### config.mk
export PLATFORM = sky130hd
export DESIGN_NAME = uart_viterbi_decode_ctrl_flat
export DESIGN_NICKNAME = d
export VERILOG_FILES = /design/src/rtl/uart_viterbi_decode_ctrl_if.sv /design/src/rtl/uart_viterbi_decode_ctrl.sv /design/src/flat_wrapper.sv
export SDC_FILE = /design/constraint.sdc
export NUM_CORES = 1
export LEC_CHECK = 0
export BUFFER_PORTS_ARGS = -buffer_cell sky130_fd_sc_hd__buf_2
export CAP_MARGIN = 20
export CORE_MARGIN = 2
export CORE_UTILIZATION = 50
export DETAILED_ROUTE_END_ITERATION = 10
export PLACE_DENSITY = 0.63
export SYNTH_ARGS = -nofsm -noshare
export SYNTH_HDL_FRONTEND = slang
export SYNTH_SLANG_ARGS = --single-unit
export TNS_END_PERCENT = 1
### constraint.sdc
create_clock -name clk -period 13 [get_ports clk]
set_input_delay 3.25 -clock clk [delete_from_list [all_inputs] [get_ports clk]]
set_output_delay 3.25 -clock clk [all_outputs]
set_load 0.005 [all_outputs]
### src/rtl/uart_viterbi_decode_ctrl_if.sv
// ---------------------------------------------------------------------------
// uart_viterbi_decode_ctrl_if
//
// Byte-stream handshake between the Viterbi decode controller and the UART
// pair in the board top.
//
//   rx_data  [7:0]  byte from the UART receiver
//   rx_valid        one-cycle strobe qualifying rx_data
//   tx_busy         UART transmitter busy
//   tx_data  [7:0]  byte to transmit, held from tx_start until tx_busy falls
//   tx_start        one-cycle transmit request
//
// Modports:
//   master - the decode controller (consumes rx, issues tx requests)
//   slave  - the UART receiver/transmitter side
// ---------------------------------------------------------------------------
interface uart_viterbi_decode_ctrl_if;
    logic [7:0] rx_data;
    logic       rx_valid;
    logic       tx_busy;
    logic [7:0] tx_data;
    logic       tx_start;

    modport master (
        input  rx_data,
        input  rx_valid,
        input  tx_busy,
        output tx_data,
        output tx_start
    );

    modport slave (
        output rx_data,
        output rx_valid,
        output tx_busy,
        input  tx_data,
        input  tx_start
    );
endinterface

### src/rtl/uart_viterbi_decode_ctrl.sv
// ---------------------------------------------------------------------------
// uart_viterbi_decode_ctrl
//
// Receive-side partner of the K=3, rate-1/2 (7,5 octal) convolutional
// encoder. Collects an 8-byte encoded frame (32 symbol pairs) from the UART
// receiver, runs a hard-decision Viterbi decoder starting in state 0, and
// sends the 4 decoded bytes back through the UART transmitter handshake.
//
// Ports:
//   clk         system clock
//   rst         synchronous, active-high reset
//   abort       one-cycle clear request, same effect as rst
//   bus         uart_viterbi_decode_ctrl_if.master (rx_data, rx_valid,
//               tx_busy in; tx_data, tx_start out)
//   busy        high while decoding, tracing back or sending
//   frame_drop  one-cycle pulse when a byte arrives while busy (byte dropped)
//   err_count   [7:0] minimum final path metric of the last frame
//               (only when VITERBI_ERR_COUNT_EN is defined)
//
// Optional feature macro: VITERBI_ERR_COUNT_EN
//
// Encoder model: state s = {s1,s0}, s0 = previous input bit.
//   g0 = b^s0^s1, g1 = b^s1, next state = {s0,b}.
// Symbol pair k lives in frame[2k+1:2k] as {g0,g1}.
// ---------------------------------------------------------------------------
module uart_viterbi_decode_ctrl #(
    parameter int PM_W        = 6,
    parameter int FRAME_BYTES = 8
) (
    input  logic clk,
    input  logic rst,
    input  logic abort,
    uart_viterbi_decode_ctrl_if.master bus,
    output logic busy,
    output logic frame_drop
`ifdef VITERBI_ERR_COUNT_EN
    ,
    output logic [7:0] err_count
`endif
);

    localparam int NSTEPS    = 4 * FRAME_BYTES;     // symbol pairs per frame
    localparam int STEP_W    = $clog2(NSTEPS);
    localparam int CNT_W     = $clog2(FRAME_BYTES);
    localparam int OUT_BYTES = FRAME_BYTES / 2;
    localparam int IDX_W     = $clog2(OUT_BYTES);
    localparam int WORD_W    = NSTEPS;

    localparam logic [2:0] ST_COLLECT   = 3'd0;
    localparam logic [2:0] ST_DECODE    = 3'd1;
    localparam logic [2:0] ST_TRACE     = 3'd2;
    localparam logic [2:0] ST_SEND_IDLE = 3'd3;
    localparam logic [2:0] ST_SEND_GAP  = 3'd4;
    localparam logic [2:0] ST_SEND_WAIT = 3'd5;

    localparam logic [PM_W-1:0] PM_MAX = {PM_W{1'b1}};

    // -----------------------------------------------------------------------
    // Helpers
    // -----------------------------------------------------------------------
    function automatic logic [1:0] hamming2(input logic [1:0] d);
        return {1'b0, d[1]} + {1'b0, d[0]};
    endfunction

    function automatic logic [PM_W-1:0] sat_add(input logic [PM_W-1:0] a,
                                                 input logic [1:0]      b);
        logic [PM_W:0] s;
        s = {1'b0, a} + {{(PM_W-1){1'b0}}, b};
        return s[PM_W] ? PM_MAX : s[PM_W-1:0];
    endfunction

    // -----------------------------------------------------------------------
    // State
    // -----------------------------------------------------------------------
    logic [2:0]                  state_reg;
    logic [CNT_W-1:0]            byte_cnt_reg;
    logic [8*FRAME_BYTES-1:0]    frame_reg;
    logic [STEP_W-1:0]           step_reg;
    logic [3:0][PM_W-1:0]        pm_reg;
    logic [3:0][PM_W-1:0]        pm_next;
    logic [3:0]                  dec_vec;
    logic [3:0]                  dec_last_reg;
    logic [3:0]                  surv_rd_reg;
    logic [3:0]                  surv_mem [NSTEPS];
    logic [STEP_W-1:0]           rd_addr;
    logic [3:0]                  dec_sel;
    logic [1:0]                  trace_state_reg;
    logic [1:0]                  trace_state_next;
    logic [1:0]                  best_state;
    logic [PM_W-1:0]             best_metric;
    logic [WORD_W-1:0]           word_reg;
    logic [WORD_W-1:0]           word_next;
    logic [IDX_W-1:0]            byte_idx_reg;
    logic [7:0]                  tx_data_reg;
    logic                        frame_drop_reg;
    logic                        clear;
    logic                        in_busy;
    logic [1:0]                  rx_pair;
`ifdef VITERBI_ERR_COUNT_EN
    logic [7:0]                  err_count_reg;
`endif

    assign clear   = rst | abort;
    assign in_busy = (state_reg != ST_COLLECT);
    assign rx_pair = frame_reg[2*step_reg +: 2];

    // -----------------------------------------------------------------------
    // Add-compare-select, one butterfly per next state.
    // Next state {a,b} is reached with input b from predecessors {0,a} and
    // {1,a}; the decision bit records which s1 was kept (0 wins ties).
    // -----------------------------------------------------------------------
    genvar gi;
    generate
        for (gi = 0; gi < 4; gi++) begin : g_acs
            localparam logic       A    = 1'((gi >> 1) & 1);
            localparam logic       B    = 1'(gi & 1);
            localparam logic [1:0] EXP0 = {A ^ B, B};   // {g0,g1} via s1=0
            localparam logic [1:0] EXP1 = EXP0 ^ 2'b11; // {g0,g1} via s1=1

            logic [PM_W-1:0] cand0;
            logic [PM_W-1:0] cand1;

            assign cand0         = sat_add(pm_reg[{1'b0, A}], hamming2(EXP0 ^ rx_pair));
            assign cand1         = sat_add(pm_reg[{1'b1, A}], hamming2(EXP1 ^ rx_pair));
            assign dec_vec[gi]   = (cand1 < cand0);
            assign pm_next[gi]   = dec_vec[gi] ? cand1 : cand0;
        end
    endgenerate

    // Best final state: strict compare keeps the lowest index on ties.
    always_comb begin
        best_state  = 2'd0;
        best_metric = pm_next[0];
        for (int i = 1; i < 4; i++) begin
            if (pm_next[i] < best_metric) begin
                best_metric = pm_next[i];
                best_state  = 2'(i);
            end
        end
    end

    // -----------------------------------------------------------------------
    // Traceback. The survivor RAM has a registered read, so the read for
    // step k-1 is issued while step k is processed. The newest step (31) is
    // still being written when tracing starts, so its decisions come from a
    // bypass register instead of the RAM.
    // -----------------------------------------------------------------------
    assign rd_addr = step_reg - 1'b1;

    always_comb begin
        dec_sel          = (step_reg == STEP_W'(NSTEPS-1)) ? dec_last_reg : surv_rd_reg;
        trace_state_next = {dec_sel[trace_state_reg], trace_state_reg[1]};
        // Bits are produced newest first; shifting left lands bit k at word[k].
        word_next        = {word_reg[WORD_W-2:0], trace_state_reg[0]};
    end

    // Survivor memory: 32 x 4 decision bits, no reset.
    always_ff @(posedge clk) begin
        if (state_reg == ST_DECODE) begin
            surv_mem[step_reg] <= dec_vec;
        end
        surv_rd_reg <= surv_mem[rd_addr];
    end

    // -----------------------------------------------------------------------
    // Control FSM and datapath registers
    // -----------------------------------------------------------------------
    always_ff @(posedge clk) begin
        if (clear) begin
            state_reg       <= ST_COLLECT;
            byte_cnt_reg    <= '0;
            frame_reg       <= '0;
            step_reg        <= '0;
            pm_reg          <= '0;
            dec_last_reg    <= '0;
            trace_state_reg <= '0;
            word_reg        <= '0;
            byte_idx_reg    <= '0;
            tx_data_reg     <= '0;
            frame_drop_reg  <= 1'b0;
`ifdef VITERBI_ERR_COUNT_EN
            err_count_reg   <= '0;
`endif
        end else begin
            frame_drop_reg <= bus.rx_valid && in_busy;

            case (state_reg)
                ST_COLLECT: begin
                    if (bus.rx_valid) begin
                        frame_reg[8*byte_cnt_reg +: 8] <= bus.rx_data;
                        if (byte_cnt_reg == CNT_W'(FRAME_BYTES-1)) begin
                            byte_cnt_reg <= '0;
                            step_reg     <= '0;
                            // Encoder starts in state 0.
                            pm_reg       <= {PM_MAX, PM_MAX, PM_MAX, {PM_W{1'b0}}};
                            state_reg    <= ST_DECODE;
                        end else begin
                            byte_cnt_reg <= byte_cnt_reg + 1'b1;
                        end
                    end
                end

                ST_DECODE: begin
                    pm_reg       <= pm_next;
                    dec_last_reg <= dec_vec;
                    if (step_reg == STEP_W'(NSTEPS-1)) begin
                        // step_reg already points at the first traceback step.
                        trace_state_reg <= best_state;
`ifdef VITERBI_ERR_COUNT_EN
                        err_count_reg   <= 8'(best_metric);
`endif
                        state_reg       <= ST_TRACE;
                    end else begin
                        step_reg <= step_reg + 1'b1;
                    end
                end

                ST_TRACE: begin
                    trace_state_reg <= trace_state_next;
                    word_reg        <= word_next;
                    if (step_reg == '0) begin
                        byte_idx_reg <= '0;
                        tx_data_reg  <= word_next[7:0];
                        state_reg    <= ST_SEND_IDLE;
                    end else begin
                        step_reg <= step_reg - 1'b1;
                    end
                end

                ST_SEND_IDLE: begin
                    // tx_start is raised combinationally in this state.
                    if (!bus.tx_busy) begin
                        state_reg <= ST_SEND_GAP;
                    end
                end

                ST_SEND_GAP: begin
                    // Give the transmitter one cycle to raise tx_busy.
                    state_reg <= ST_SEND_WAIT;
                end

                ST_SEND_WAIT: begin
                    if (!bus.tx_busy) begin
                        if (byte_idx_reg == IDX_W'(OUT_BYTES-1)) begin
                            state_reg <= ST_COLLECT;
                        end else begin
                            byte_idx_reg <= byte_idx_reg + 1'b1;
                            tx_data_reg  <= word_reg[8*(byte_idx_reg+1) +: 8];
                            state_reg    <= ST_SEND_IDLE;
                        end
                    end
                end

                default: state_reg <= ST_COLLECT;
            endcase
        end
    end

    // -----------------------------------------------------------------------
    // Outputs
    // -----------------------------------------------------------------------
    // Gated by clear so an abort in the issuing cycle suppresses the request.
    assign bus.tx_start = (state_reg == ST_SEND_IDLE) && !bus.tx_busy && !clear;
    assign bus.tx_data  = tx_data_reg;
    assign busy         = in_busy;
    assign frame_drop   = frame_drop_reg;
`ifdef VITERBI_ERR_COUNT_EN
    assign err_count    = err_count_reg;
`endif

endmodule

### src/flat_wrapper.sv
// flat-port wrapper written by rule: the top's interface ports become plain ports
module uart_viterbi_decode_ctrl_flat 
#(
    parameter int PM_W        = 6,
    parameter int FRAME_BYTES = 8
)
  (clk, rst, abort, busy, frame_drop, bus_rx_data, bus_rx_valid, bus_tx_busy, bus_tx_data, bus_tx_start);
  uart_viterbi_decode_ctrl_if bus_i ();
  input  logic clk;
  input  logic rst;
  input  logic abort;
  output logic busy;
  output logic frame_drop;
  input wire logic [$bits(bus_i.rx_data)-1:0] bus_rx_data;
  input wire logic [$bits(bus_i.rx_valid)-1:0] bus_rx_valid;
  input wire logic [$bits(bus_i.tx_busy)-1:0] bus_tx_busy;
  output wire logic [$bits(bus_i.tx_data)-1:0] bus_tx_data;
  output wire logic [$bits(bus_i.tx_start)-1:0] bus_tx_start;
  assign bus_i.rx_data = bus_rx_data;
  assign bus_i.rx_valid = bus_rx_valid;
  assign bus_i.tx_busy = bus_tx_busy;
  assign bus_tx_data = bus_i.tx_data;
  assign bus_tx_start = bus_i.tx_start;
  uart_viterbi_decode_ctrl #(.PM_W(PM_W), .FRAME_BYTES(FRAME_BYTES)) u_core (.clk(clk), .rst(rst), .abort(abort), .bus(bus_i), .busy(busy), .frame_drop(frame_drop));
endmodule
==> results, run 1 <==
- Setup repair after global routing left no endpoint under its margin.
- The antenna diode instance count is 0.
- The endpoint required time on the critical path is 13490 ps.
- For this block, the via count after detailed routing is 10503.
- Summed over all layers, the routed wires come to 34210 um.
- The flip-flop count of the largest register, all copies and words added is 128.
- In this run the number of H-tree levels came out at 1.
- The initial utilization of the core area, before any placement, comes to 50.56%.
- The final layout contains 1441 nets.
- The number of iterations in the first detailed-routing pass is 5.
- Across the VDD grid, the largest voltage drop is 0.1225 mV.
- The maximum fanout along the worst path is 34.
- In this run, the number of DRC markers left after iteration 0 of detailed routing was 1016.
- The hold violation total from the final report was 0.
- Dividing total power by cell area gives a power density of 123.1 nW/um^2.
- Counting flops with a built-in enable in the synthesized netlist gives 128.
- Cells with a size suffix above 1 make up 15.35% of the layout.
- At the end of routability-driven placement, the weighted congestion stood at 0.8751.
- The remaining routing DRC violations is 0.
- The largest stage delay on the critical path is 740 ps.
- The wire length of the first global-routing pass is 54740 um.
- The power after layout is 0.001956 W.
- The TritonCTS sink count is 280.
- For this run the aggregate overflow at the end of global routing stands at 0.
- The worst setup path is of the flip-flop to flip-flop kind.
- In the final routed layout, each cell accounts on average for 19.31 um.
- Setup violations remaining at the end of the flow were counted as 0.
- Buffers placed on the I/O ports in this run total 23.
- The remaining number of nets flagged by the antenna check after routing is 0.
- The clock insertion delay at the later pin of the skew report is 570 ps.
- Entering global routing, the biggest net connects 109 pins.
- STA classifies the critical path startpoint as a flip-flop.
- For this run, the total global-route usage over all layers was measured as 22.48%.
- The number of instances in the synthesized netlist is 1372.
- The total of max-cap violations is 0.
- The total of warnings raised by yosys is 0.
- Synthesis produced a netlist with a net count of 1450.
- After clock tree synthesis, the setup repair step added 0 buffers.
- The total half-perimeter wirelength after legalization and detailed placement is 23250 um.
- The worst-case clock buffer depth is 3.
- The number of global-route vias before repair is 9913.
- The flow ran to the end, and the final reports show no timing, DRC or antenna violations.
- The final critical path takes up 78.71% of the cycle.
- The worst clock skew on the final layout is 19.71 ps.
- The TritonCTS clock tree is built.
- In the synthesized netlist the dominant register cell turns out to be dfxtp_1.
- The summed negative setup slack over all endpoints is 0 ps.
- After synthesis, the netlist uses 83 different library cells.
- The area added between synthesis and finish is 10.15%.
- The TritonCTS buffer count is 31.
- The number of pins with negative max-slew slack in the final report is 0.
- The largest individual stage delay along the critical path comes from the cell inv_1.
- The total area inside the core boundary comes to 28550 um^2.
- The post-cts gate resize count is 0.
- The share of the yosys chip area belonging to registers is 47.71%.
- Clock-pin slew was measured on the worst setup and hold paths at 70 ps.
- STA classifies the critical path endpoint as a flip-flop.
- In this run the count of I/O pins placed on the die edge is 24.
- The post-synthesis instance area is 14430 um^2.
- The initial antenna violation count came to 0.
- On the critical path the largest part of the delay comes from compound AO/OA/AOI/OAI gates.
- The data arrival time of the critical path is 10720 ps.
- The number of hold buffers added after CTS is 0.
- The worst hold path class is flip-flop to flip-flop.
- Counting flops with an async set or reset pin after synthesis yields a share of 0%.
- Counting stages on the worst path, the most repeated cell is ha_1.
- The most frequent standard cell in the layout excluding fill and tap cells is nand2_1.
- The die span in x is 173.9 um.
- Counting flops and latches in the post-synthesis netlist gives 280.
- The number of rows created at floorplan is 62.
- In this run the tightest slew margin relative to its limit is 27.14%.
- The highest attainable clock frequency is 97.73 MHz.
- The static power due to leakage is 5.444 nW.
- The mean number of vias per cell is 5.927.
- The clock period could shrink to 10230 ps.
- The top cell types in the final layout, fill and taps aside, are nand2_1 (164), nor2_1 (158), dfxtp_1 (151), a21oi_1 (128), edfxtp_1 (128).
- In this run the vertical extent of the chip is 173.9 um.
- The average instance in the mapped netlist occupies 10.52 um^2.
- At the pin with the least slew margin, the transition time is 1085 ps.
- The floorplan step defined a die boundary enclosing 30240 um^2.
- The clock root buffer is clkbuf_16.
- The buffers plus inverters on the worst setup path is 3.
## power breakdown
part	switching [W]	internal (W)	total, W	leakage (nW)
Clock	0.000356	0.000524	0.000879	0.496
Sequential	0.00000124	0.000927	0.000928	2.39
Combinational	0.0000919	0.0000574	0.000149	2.56
## synth_stat cells, drive strengths merged (3+ instances only)
cell	instances	share of area, %
a32oi	5	0.30
a211oi	13	0.68
o21bai	3	0.18
nand2	168	4.4
nor2b	21	0.91
o221ai	4	0.33
nand4	24	1.0
nand4b	3	0.23
mux2i	43	3.0
a21oi	130	4.6
ha	57	4.9
o32ai	3	0.18
xor2	3	0.18
buf	14	0.61
clkbuf	70	2.0
and4	5	0.32
a31oi	10	0.43
nand2b	11	0.48
o22ai	5	0.31
o21a	6	0.31
a221oi	11	0.67
and3	10	0.47
nor3	22	0.76
mux2	8	0.65
mux4	59	9.2
edfxtp	128	27
or2	3	0.13
o221a	16	1.2
a22oi	9	0.47
fa	8	1.1
xnor2	10	0.61
nor3b	5	0.26
dfxtp	152	21
or3	5	0.23
inv	45	1.2
nand3b	7	0.36
o21ai	37	1.4
nor2	161	4.2
a21boi	4	0.21
a21o	13	0.70
o22a	5	0.32
nand3	37	1.3
## metal layers
layer	routed length, um	GRT usage [%]	up-vias
li1	-	-	5033
met1	16020	32.90	5181
met2	15920	36.29	240
met3	1654	2.625	49
met4	623	4.797	0
met5	0	0	-
## layout make-up
class / instances / area [um^2]
flip-flops and latches: 280 / 6890
well taps: 384 / 480.5
clock inverters: 18 / 201.4
multi-input cells: 963 / 7025
inverters: 45 / 168.9
repair buffers: 42 / 312.8
clock buffers: 40 / 819.5
fillers: 2497 / 12650
## path summary, 6_finish.rpt
check	slack, ps	cells past startpoint	from	end
max reg2reg	2770	37	u_core.step_reg[0]$_SDFFE_PN0P_	u_core.trace_state_reg[0]$_SDFFE_PN0P_
min	450	2	u_core.frame_reg[31]$_SDFFE_PN0P_	u_core.frame_reg[31]$_SDFFE_PN0P_
min reg2reg	450	2	u_core.frame_reg[31]$_SDFFE_PN0P_	u_core.frame_reg[31]$_SDFFE_PN0P_
max	2770	37	u_core.step_reg[0]$_SDFFE_PN0P_	u_core.trace_state_reg[0]$_SDFFE_PN0P_
## cells by family (layout without fill, tap and decap cells)
kind of cell	after synthesis	after routing	share of synthesized area [%]
and+or+nand+nor	491	491	15.66
AOI/OAI and AO/OA	283	283	13.08
DFF	280	280	47.71
buffers and inverters	129	145	3.762
muxes	110	110	12.86
adders and majority gates	66	66	6.129
xor gates and xnor gates	13	13	0.7888
## tightest hold or removal path, stage by stage (launching register included)
cell,delay (ps)
dfxtp_1,310
nand2_1,50
a21oi_1,50
## metrics by stage
stage | hold slack, ps | cells | util [%] | area (um^2) | worst slack [ps]
after CTS | 453.8 | 1764 | 55.29 | 15780 | 2439
after detailed placement | 445.2 | 1706 | 51.71 | 14760 | 2509
after global routing | 465.0 | 1772 | 55.69 | 15900 | 1795
after global placement | 436.9 | 1706 | 51.71 | 14760 | 2726
final | 451.5 | 1772 | 55.69 | 15900 | 2768
after floorplan | 428.7 | 1372 | - | 14430 | 3349
Note: power is estimated with default switching activity, not from simulation.
==> inputs of run 2 (changes only) <==
Settings changed: PLACE_DENSITY 0.63 to 0.65.
Clock period 13 ns to 9.2 ns, I/O delays scaled along.
==> run 2 against run 1 <==
Net effect:
- global-route usage grew 0.22 points
- clock power rose by 38%
- routed wire length is 0.30% lower
- register-to-register slack got worse by 2200 ps
- die area unchanged
- power rose by 40%
- non-clock buffer count rose by 14
- worst hold slack improved by 0.60 ps
- combinational power rose by 46%
- utilization grew 0.40 points
- critical path depth grew 2
- largest power group unchanged
- highest routed layer unchanged
==> results, run 2 (synthesis results as in run 1) <==
- The run finished with clean final reports.
- The total die area is 30240 um^2 (unchanged).
- The static power due to leakage is 5.504 nW (+1.1%).
- The path class of the tightest hold or removal check is flip-flop to flip-flop.
- The post-CTS clock slew at the launch and capture registers of the worst setup and hold paths is 60 ps (about the same).
- The worst setup path is captured at a flip-flop.
- The number of rows created at floorplan came to 62 (unchanged).
- The total wire length after detailed routing is 34110 um (-0.30%).
- The clock insertion delay at the later pin of the skew report is 560 ps (about the same).
- The TritonCTS buffer count is 30 (-3.2%).
- The total grt overflow is 0 (unchanged).
- The maximum fanout along the worst path is 11 (-68%).
- The worst setup path is launched from a flip-flop.
- The number of global-route vias before repair came to 10196 (+2.9%).
- The final critical-path required period was 8675 ps (-1557 ps).
- The TritonCTS sink count is 280 (unchanged).
- The number of pins with negative max-slew slack in the final report is 0 (unchanged).
- The number of setup violations in the final report is 0 (unchanged).
- The power per unit of standard cell area is 171.1 nW/um^2 (+39%).
- The TritonCTS clock tree is built.
- The mean number of vias per cell is 5.947 (+0.34%).
- The final worst-path cycle share is 94.29% (+16 points).
- The library cell used most frequently in the layout, excluding fill and tap cells, is nand2_1.
- The highest attainable clock frequency is 115.3 MHz (+18%).
- The worst clock skew on the final layout is 19.41 ps (-0.2994 ps).
- From synthesis to final layout, the design area changed by 10.95%.
- The wire length of the first global-routing pass was 55520 um (+1.4%).
- The final net count is 1454 (+0.90%).
- The total of max-cap violations is 0 (unchanged).
- The endpoint required time on the critical path is 9690 ps (-3800 ps).
- The die extent in y is 173.9 um (unchanged).
- The maximum ir drop on the vdd rail is 0.1396 mV (+14%).
- The total half-perimeter wirelength after legalization and detailed placement is 23240 um (about the same).
- The summed negative setup slack over all endpoints was 0 ps (unchanged).
- The data arrival time of the critical path is 9160 ps (-1560 ps).
- The H-tree level count came to 1 (unchanged).
- The remaining routing DRC violations is 0 (unchanged).
- The worst-margin pin slew is 1013 ps (-71.83 ps).
- The remaining number of nets flagged by the antenna check after routing came to 0 (unchanged).
- The relative slew slack is 31.96% (+4.8 points).
- The flip-flop count of the largest register, all copies and words added is 128 (unchanged).
- The initial antenna violation count is 0 (unchanged).
- The initial detailed-routing violation count is 963 (-5.2%).
- The starting density of the core is 50.56% (unchanged).
- The global placer's final weighted congestion came to 0.9369 (+7.1%).
- The total global-route track usage is 22.70% (+0.22 points).
- The category of the most critical setup path is flip-flop to flip-flop.
- The hold violation total from the final report is 0 (unchanged).
- The die span in x was 173.9 um (unchanged).
- The number of iterations in the first detailed-routing pass was 7 (+2).
- The antenna diode instance count is 0 (unchanged).
- The library cells used most frequently in the layout, excluding fill and tap cells, are nand2_1 (164), nor2_1 (157), dfxtp_1 (151), a21oi_1 (128), edfxtp_1 (128).
- The largest individual stage delay along the critical path comes from the cell mux4_2.
- The number of hold buffers added after CTS was 0 (unchanged).
- The worst-case clock buffer depth was 3 (unchanged).
- The largest stage delay on the critical path is 490 ps (-250 ps).
- The via total after detailed routing came to 10598 (+0.90%).
- The worst-case register-to-register setup slack is 530 ps (-2240 ps).
- The dominant cell type by count on the critical path is ha_1.
- The worst hold-check slack is 452.1 ps (+0.6010 ps).
- Setup repair after global routing left no endpoint under its margin.
- The share of layout cells above drive strength 1 was 16.74% (+1.4 points).
- The clock root buffer is clkbuf_16.
- The average wire length per cell after detail routing came to 19.14 um (-0.86%).
- The largest net degree at the start of global routing is 78 (-28%).
- The power after layout is 0.002741 W (+40%).
- The count of boundary I/O pins is 24 (unchanged).
- The standard cell core area was 28550 um^2 (unchanged).
- The port buffer count is 23 (unchanged).
[run 2: cell types whose count changed in the layout (fill, tap and decap cells not counted), sizes merged]
cell	change
buf	+12
clkbuf	+3
bufinv	-1
clkinv	-1
inv	-2
clkinvlp	-1
[run 2: final timing paths]
| path | cells past startpoint | startpoint | endpoint |
|---|---|---|---|
| max | 39 | u_core.step_reg[0]$_SDFFE_PN0P_ | u_core.trace_state_reg[0]$_SDFFE_PN0P_ |
| min | 2 | u_core.frame_reg[50]$_SDFFE_PN0P_ | u_core.frame_reg[50]$_SDFFE_PN0P_ |
| max reg2reg | 39 | u_core.step_reg[0]$_SDFFE_PN0P_ | u_core.trace_state_reg[0]$_SDFFE_PN0P_ |
| min reg2reg | 2 | u_core.frame_reg[50]$_SDFFE_PN0P_ | u_core.frame_reg[50]$_SDFFE_PN0P_ |
[run 2: per-stage QoR]
stage          util (%)  worst slack (ps)  instances  cell area, um^2
2_1_floorplan         -             92.37       1372            14440
6_report          56.10             525.5       1782            16010
4_1_cts           55.68             110.3       1775            15900
5_1_grt           56.10             23.84       1782            16010
3_5_place_dp      52.03             17.01       1718            14850
3_3_place_gp      52.03             405.4       1718            14850
[run 2: final cells by class]
class,instances,area (um^2)
Inverter,45,168.9
Timing Repair Buffer,56,404.1
Multi-Input combinational cell,963,7074
Fill cell,2523,12530
Tap cell,384,480.5
Clock inverter,13,142.6
Clock buffer,41,853.3
Sequential cell,280,6890
[run 2: what timing repair did]
item,CTS,global route
setup buffers,3,3
gates resized for setup,0,11
endpoints found under the setup margin,1,2
pin swaps,0,1
[run 2: per-layer routing]
metal	up-vias	wire [um]	GRT usage, %
met4	0	741	6.232
met5	-	0	0
met3	55	1592	2.472
met1	5235	15790	33.02
met2	260	15980	36.34
li1	5048	-	-
[run 2: worst max-delay path, delay by kind of cell, from the launching register on]
kind                     cells  cell delay, ps
multiplexers                 4            1090
adder cells (fa/ha/maj)      7            1940
AO/OA/AOI/OAI               15            3190
buffers and inverters        5             620
flip-flops                   1             380
AND/OR/NAND/NOR              8            1380
[run 2: where the power goes]
part / internal, W / switching (W) / total [W]
clock network: 0.000728 / 0.000484 / 0.00121
registers: 0.00131 / 0.00000190 / 0.00131
logic: 0.0000856 / 0.000132 / 0.000218
